--- src/rtl/serial_add_sequencer.sv ---
// Bit-serial adder/subtractor: one full-adder cell is reused for every bit
// position, LSB first, one bit per clock. Operands enter over a valid/ready
// handshake and the result, carry-out and signed overflow leave over another.
module serial_add_sequencer #(
    parameter int WIDTH = 64
) (
    input  logic             CLK,
    input  logic             RST,
    input  logic             IN_VALID,
    output logic             IN_READY,
    input  logic [WIDTH-1:0] A,
    input  logic [WIDTH-1:0] B,
    input  logic             SUB,
    input  logic             CIN,
    output logic             OUT_VALID,
    input  logic             OUT_READY,
    output logic [WIDTH-1:0] SUM,
    output logic             COUT,
    output logic             OVF
);

    localparam int CNT_W = $clog2(WIDTH);
    localparam logic [CNT_W-1:0] LAST = CNT_W'(WIDTH - 1);

    typedef enum logic [1:0] {
        IDLE = 2'd0,
        RUN  = 2'd1,
        DONE = 2'd2
    } state_t;

    state_t           state;
    logic [CNT_W-1:0] cnt;
    logic [WIDTH-1:0] a_q;
    logic [WIDTH-1:0] b_q;
    logic [WIDTH-1:0] sum_q;
    logic             carry_q;
    logic             cout_q;
    logic             ovf_q;
    logic             fa_s;
    logic             fa_c;

    // The one shared adder cell; it sees the bit selected by the counter.
    Full_Adder2 u_fa (
        .A    (a_q[cnt]),
        .B    (b_q[cnt]),
        .CIN  (carry_q),
        .S    (fa_s),
        .CARRY(fa_c)
    );

    // Handshake flags come straight from the state register, so there is no
    // combinational path from IN_VALID or OUT_READY to either of them.
    assign IN_READY  = (state == IDLE);
    assign OUT_VALID = (state == DONE);
    assign SUM       = sum_q;
    assign COUT      = cout_q;
    assign OVF       = ovf_q;

    // Sequencer: accept operands, walk the bits, hold the result until taken.
    always_ff @(posedge CLK) begin
        if (RST) begin
            state   <= IDLE;
            cnt     <= '0;
            a_q     <= '0;
            b_q     <= '0;
            sum_q   <= '0;
            carry_q <= 1'b0;
            cout_q  <= 1'b0;
            ovf_q   <= 1'b0;
        end else begin
            case (state)
                IDLE: begin
                    if (IN_VALID) begin
                        // Subtraction is A + ~B + ~borrow_in, so invert B and CIN here.
                        a_q     <= A;
                        b_q     <= SUB ? ~B : B;
                        carry_q <= SUB ? ~CIN : CIN;
                        cnt     <= '0;
                        state   <= RUN;
                    end
                end
                RUN: begin
                    sum_q[cnt] <= fa_s;
                    carry_q    <= fa_c;
                    if (cnt == LAST) begin
                        // carry_q still holds the carry into the MSB at this edge.
                        cout_q <= fa_c;
                        ovf_q  <= carry_q ^ fa_c;
                        state  <= DONE;
                    end else begin
                        cnt <= cnt + CNT_W'(1);
                    end
                end
                DONE: begin
                    if (OUT_READY) begin
                        state <= IDLE;
                    end
                end
                default: state <= IDLE;
            endcase
        end
    end

endmodule

// Single-bit full adder cell shared across all bit positions.
module Full_Adder2 (
    input  logic A,
    input  logic B,
    input  logic CIN,
    output logic S,
    output logic CARRY
);

    assign S     = A ^ B ^ CIN;
    assign CARRY = (A & B) | (CIN & (A ^ B));

endmodule

--- config.mk ---
export PLATFORM = sky130hd
export DESIGN_NAME = serial_add_sequencer
export DESIGN_NICKNAME = d
export VERILOG_FILES = /design/src/rtl/serial_add_sequencer.sv
export SDC_FILE = /design/constraint.sdc
export NUM_CORES = 1
export LEC_CHECK = 0
export ABC_AREA = 0
export CELL_PAD_IN_SITES_DETAIL_PLACEMENT = 0
export CELL_PAD_IN_SITES_GLOBAL_PLACEMENT = 1
export CORE_MARGIN = 5
export CORE_UTILIZATION = 37
export DETAILED_ROUTE_END_ITERATION = 16
export GPL_ROUTABILITY_DRIVEN = 0
export PLACE_DENSITY = 0.77
export SLEW_MARGIN = 15
export SYNTH_ARGS = -nofsm -noshare
export SYNTH_HDL_FRONTEND = slang
export SYNTH_SLANG_ARGS = --single-unit
--- constraint.sdc ---
create_clock -name CLK -period 3.6 [get_ports CLK]
set_clock_uncertainty 0.15 [all_clocks]
set_input_delay 0.54 -clock CLK [delete_from_list [all_inputs] [get_ports CLK]]
set_output_delay 0.54 -clock CLK [all_outputs]
set_load 0.02 [all_outputs]
; Yosys cells after proc, flatten, opt, wreduce, memory -nomap -nowiden
; Index checks and enable logic that the tools add are counted.
; W data, S select, Z words.
[totals]
regBits = 203
in_bits = 134
elab_cells = 52
[classes]
eq_ne = 7
n_addsub = 1
mux = 18
n_reduce_logical = 8
n_bitwise = 8
n_lt_le_gt_ge = 2
[op_table]
columns = cell, n
row1 = $bwmux W64, 1
row2 = $mux W64, 1
row3 = $not A64 Y64, 1
row4 = $bmux W1 S6, 2
row5 = $mux W6, 2
row6 = $pmux W6 S2, 1
row7 = $lt A6 B7 Y1 const B, 1
row8 = $add A6 B1 Y6 const B, 1
row9 = $demux W1 S6, 1
row10 = $eq A6 B6 Y1 const B, 1
row11 = $ge A6 B1 Y1 const B, 1
row12 = $mux W2, 3
row13 = $ne A2 B2 Y1 const B, 3
row14 = $pmux W2 S3, 1
row15 = $reduce_and A2 Y1, 3
row16 = $reduce_and A3 Y1, 2
row17 = $mux W1, 5
row18 = $xor A1 B1 Y1, 3
row19 = $and A1 B1 Y1, 2
row20 = $eq A2 B1 Y1 const B, 1
row21 = $eq A2 B2 Y1 const B, 1
row22 = $logic_not A2 Y1, 1
row23 = $ne A2 B1 Y1 const B, 1
row24 = $pmux W1 S2, 1
row25 = other kinds (4), 4

; Logic depth before layout (Yosys ltp)
[depth]
ltp_word = 6
depth_mapped = 13
ltp_nobuf = 8

; Hierarchy
; Synthesis repeated with hierarchy kept, for this count alone.
[hier_totals]
cells_unflattened = 1081
hier_area_um2 = 9152.5
[modules_own_cells]
columns = module, cells_per_inst, seq_area_each_um2, n_inst, area_per_inst_um2
row1 = serial_add_sequencer, 1080, 4063.9, 1, 9132.5
row2 = Full_Adder2, 1, 0.0, 1, 20.0

; Worst setup path before layout
; OpenSTA, ideal clock, no wires.
[synth_path]
kind = register -> register
from = register cnt[0]
to = register sum_q[4] (netlist: SUM[4])
path_slack_ns = 0.542
path_stages_with_launch = 12
required_time_ns = 3.380
t_arrival_ns = 2.838
synth_period_minus_slack_ns = 3.058
setup_ns = 0.070
n_path_buf = 3
cell_sequence = dfxtp_1 > buf_6 > mux4_2 > o22ai_1 > nor3_1 > nor4_1 > nand4_1 > fa_1 > clkbuf_1 > clkbuf_1 > nand3_1 > a21oi_1
[synth_between]
elab_chain_cells = 5
word_cells_on_any_way = 12
[synth_lines]
columns = element, line
row1 = from (decl), 32  ; logic [CNT_W-1:0] cnt;
row2 = from (signal assigned), 91  ; cnt <= cnt + CNT_W'(1);
row3 = "$bmux W1 S6, on equally long branches", "44, 45"
row4 = "$mux W1, on equally long branches", "44, 45"
row5 = $xor A1 B1 Y1 (*) (2 in series), 115  ; assign S = A ^ B ^ CIN;
row6 = named net fa_s, 39  ; logic fa_s;
row7 = $bwmux W64 (*), 83  ; sum_q[cnt] <= fa_s;
row8 = "to (signal, indexed assignment)", 83
row9 = to (decl), 35  ; logic [WIDTH-1:0] sum_q;
; The timed path passes the listed nets; every way through them passes the cells marked *. The select of a mux whose other input is x is not followed.
; A chain may end at the register's enable or synchronous reset.

; Final worst setup path
[layout_path]
from = register cnt[0]
to = register sum_q[62] (netlist: SUM[62])
; Same word-level chain as after synthesis.

==> reports/qor.csv <==
stage,metric,value,unit
global_route,antenna_found_initial,0,
routing,drt-total-wl,28.74,mm
cts,cts.sink_count,203,
finish,n_fill_cell,2369,
critical_path,worstPathCellList,"nor2b_1, buf_4, a221oi_1, o221ai_1, a22oi_1, nand4_1, fa_2, buf_12, nand3_1, a21oi_1",
logic_synthesis,synth-seq-cells,203,
pwr,powerDensity,442.6,nW/um^2
routing,vias,8425,
cts,cts_root_buf,clkbuf_16,
worst_hold_path,hp-class,reg2reg,
sta,finalSetupTns,0,ps
critical_path,crit_path_start_kind,flip-flop,
critical_path,path_class,reg2reg,
finish,finalInstanceArea,12230,sq um
critical_path,critPathMaxStageDelay,610,ps
logic_synthesis,syn_nets,1253,
global_route,grt.overflow.total,0,
pwr,peakVddDrop,0.2154,mV
finish,syn2layout_area_growth,32.64,%
sta,slew_violations,0,
floorplanning,dieHeight,167.8,um
place,pre_cts_ws,173.7,ps
logic_synthesis,ys_types,50,
place,place_area,11480,sq um
logic_synthesis,syn-cell-area,9219,sq um
finish,drive_gt1_share,7.482,%
floorplanning,coreArea,24460,sq um
sta,max_freq,0.3056,GHz
finish,instances_no_fill,1607,
sta,fin_crit,3273,ps
sta,tightestPinTransition,797.2,ps
cts,clk_pin_slew,60,ps
logic_synthesis,synth_cells,1117,
critical_path,critPathCaptureType,flip-flop,
place,port_buffers,201,
cts,h-tree-depth,1,
logic_synthesis,synth.most_common_cell,dfxtp_1,
logic_synthesis,avgSynthCellArea,8.253,sq um
global_route,grt_pass1_vias,8193,
floorplanning,die_w,167.8,um
place,dp.cells,1568,
critical_path,cp_max_fo,64,
floorplanning,start_util,37.69,%
status,status,"complete, no violations",
global_route,grt_pass1_wl,45.89,mm
floorplanning,die_area,28170,sq um
logic_synthesis,synth.area.top_cells,"dfxtp_1, a21oi_1, xnor2_1, nand2_1, a211oi_1",
flow_run,drv_cap,0,
floorplanning,ios,202,
finish,nets,1404,
critical_path,cp_slowest_cell,fa_2,
routing,drtPass1Iterations,6,
logic_synthesis,ys_seq_area_share,44.08,%
sta,holdWs,303.7,ps
floorplanning,row_count,57,
logic_synthesis,synth_edf_count,0,
logic_synthesis,synthArstFlopShare,0,%
routing,drc,0,
routing,ant_nets,0,
place,dp_hpwl,20.55,mm
sta,layout_setup_ws,327.3,ps
critical_path,cp.required,3870,ps
pwr,leakage,4.120,nW
cts,ctsHoldBuffers,0,
routing,via_per_inst,5.243,
critical_path,worstPathArrival,3540,ps
logic_synthesis,ys.flop_type,dfxtp_1,
routing,wl_per_cell,17.89,um
logic_synthesis,synth_area_leader_cell,dfxtp_1,
sta,period_share,90.91,%
logic_synthesis,synth_top_area_share,44.08,%
finish,num_antenna_cells,0,
global_route,grt_usage,19.75,%
cts,tritoncts,done,
routing,drtIter0Drc,819,
cts,clock_path_buffers,3,
logic_synthesis,ys.warnings.count,0,
cts,cts_made_buffers,22,
global_route,grt_max_degree,133,
cts,clock_latency,500,ps
sta,hold_viol,0,
sta,slew_headroom,46.86,%
logic_synthesis,synth_common_cells,"dfxtp_1, nand2_1, a21oi_1",
sta,rsz0062_at_grt,no,
sta,setup_viol_count_final,0,
==> cell type report <==
class                   count  area, sq um  area share, %
well taps                 324        405.4          3.315
inverters                   2        7.507        0.06139
multi-input cells         805         4681          38.28
clock inverters             6        80.08         0.6549
flip-flops and latches    203         4070          33.29
repair buffers            234         2321          18.98
clock buffers              33        663.1          5.423
==> routing by layer <==
metal	share of wire (%)	routed length (um)	up-vias	global-route usage [%]
met3	6.0	1722	43	3.329
met1	45	13070	3890	27.59
met5	0	0	-	0
met2	46	13200	275	31.73
li1	-	-	4217	-
met4	2.6	750	0	5.399
==> where the power goes <==
group	switching (mW)	internal [mW]	total [mW]
Combinational	0.351	0.321	0.672
Clock	0.910	1.41	2.32
Sequential	0.0662	2.35	2.42
==> worst max-delay path: cells and delay by family (launching register included) <==
kind                     cells  cell delay, ps
AND/OR/NAND/NOR              3             400
buffers and inverters        2             470
AO/OA/AOI/OAI                4             990
adder cells (fa/ha/maj)      1             610
flip-flops                   1             540
==> path summary, 6_finish.rpt <==
kind          start       to  slack [ps]  cells past startpoint
max          cnt[0]  SUM[62]         330                     10
min          a_q[3]   a_q[3]         300                      2
max reg2reg  cnt[0]  SUM[62]         330                     10
min reg2reg  a_q[3]   a_q[3]         300                      2
==> placed cells by master (no fill, tap or decap), types with 3 or more instances in the layout <==
master / n
and3_1: 9
dfxtp_1: 200
nor3_2: 3
nor2_1: 104
mux2i_1: 16
buf_4: 29
nand3_1: 65
nand2_1: 153
o221ai_1: 5
mux4_2: 5
clkbuf_1: 5
nand2b_1: 5
a22oi_1: 12
a21oi_1: 128
clkdlybuf4s50_1: 199
o22ai_1: 4
a211oi_1: 69
nor3_1: 8
clkinv_2: 4
clkbuf_8: 5
nor3b_1: 6
xnor2_1: 68
a221oi_1: 18
o21ai_0: 68
buf_12: 5
and3b_1: 7
a31oi_1: 4
mux2_2: 5
clkbuf_16: 23
nor2b_1: 11
and2_1: 5
==> per-stage QoR <==
step,power (mW),util (%)
after floorplan,2.852,-
final,5.412,49.99
after global routing,5.618,49.99
after global placement,3.137,46.91
after detailed placement,3.143,46.91
after CTS,5.465,49.95
==> repair_timing <==
item	CTS	global route
endpoints found under the setup margin	0	63
setup buffers	0	0
resized for setup	0	2
==> cells by family (layout without fill, tap and decap cells) <==
kind of cell,after synthesis,count (layout),synth area share (%)
AOI/OAI and AO/OA,316,316,20.89
xor gates and xnor gates,70,70,6.650
adders and majority gates,2,2,0.3529
buffers and inverters,109,275,5.307
DFF,203,203,44.08
muxes,26,26,3.569
and+or+nand+nor,391,391,19.15
==> flip-flops by register name (all words and copies together) (netlist names) <==
register	count
COUT	1
OVF	1
SUM	64
a_q	64
b_q	64
carry_q	1
cnt	6
state	2
Power figures use the tool's default switching activity.
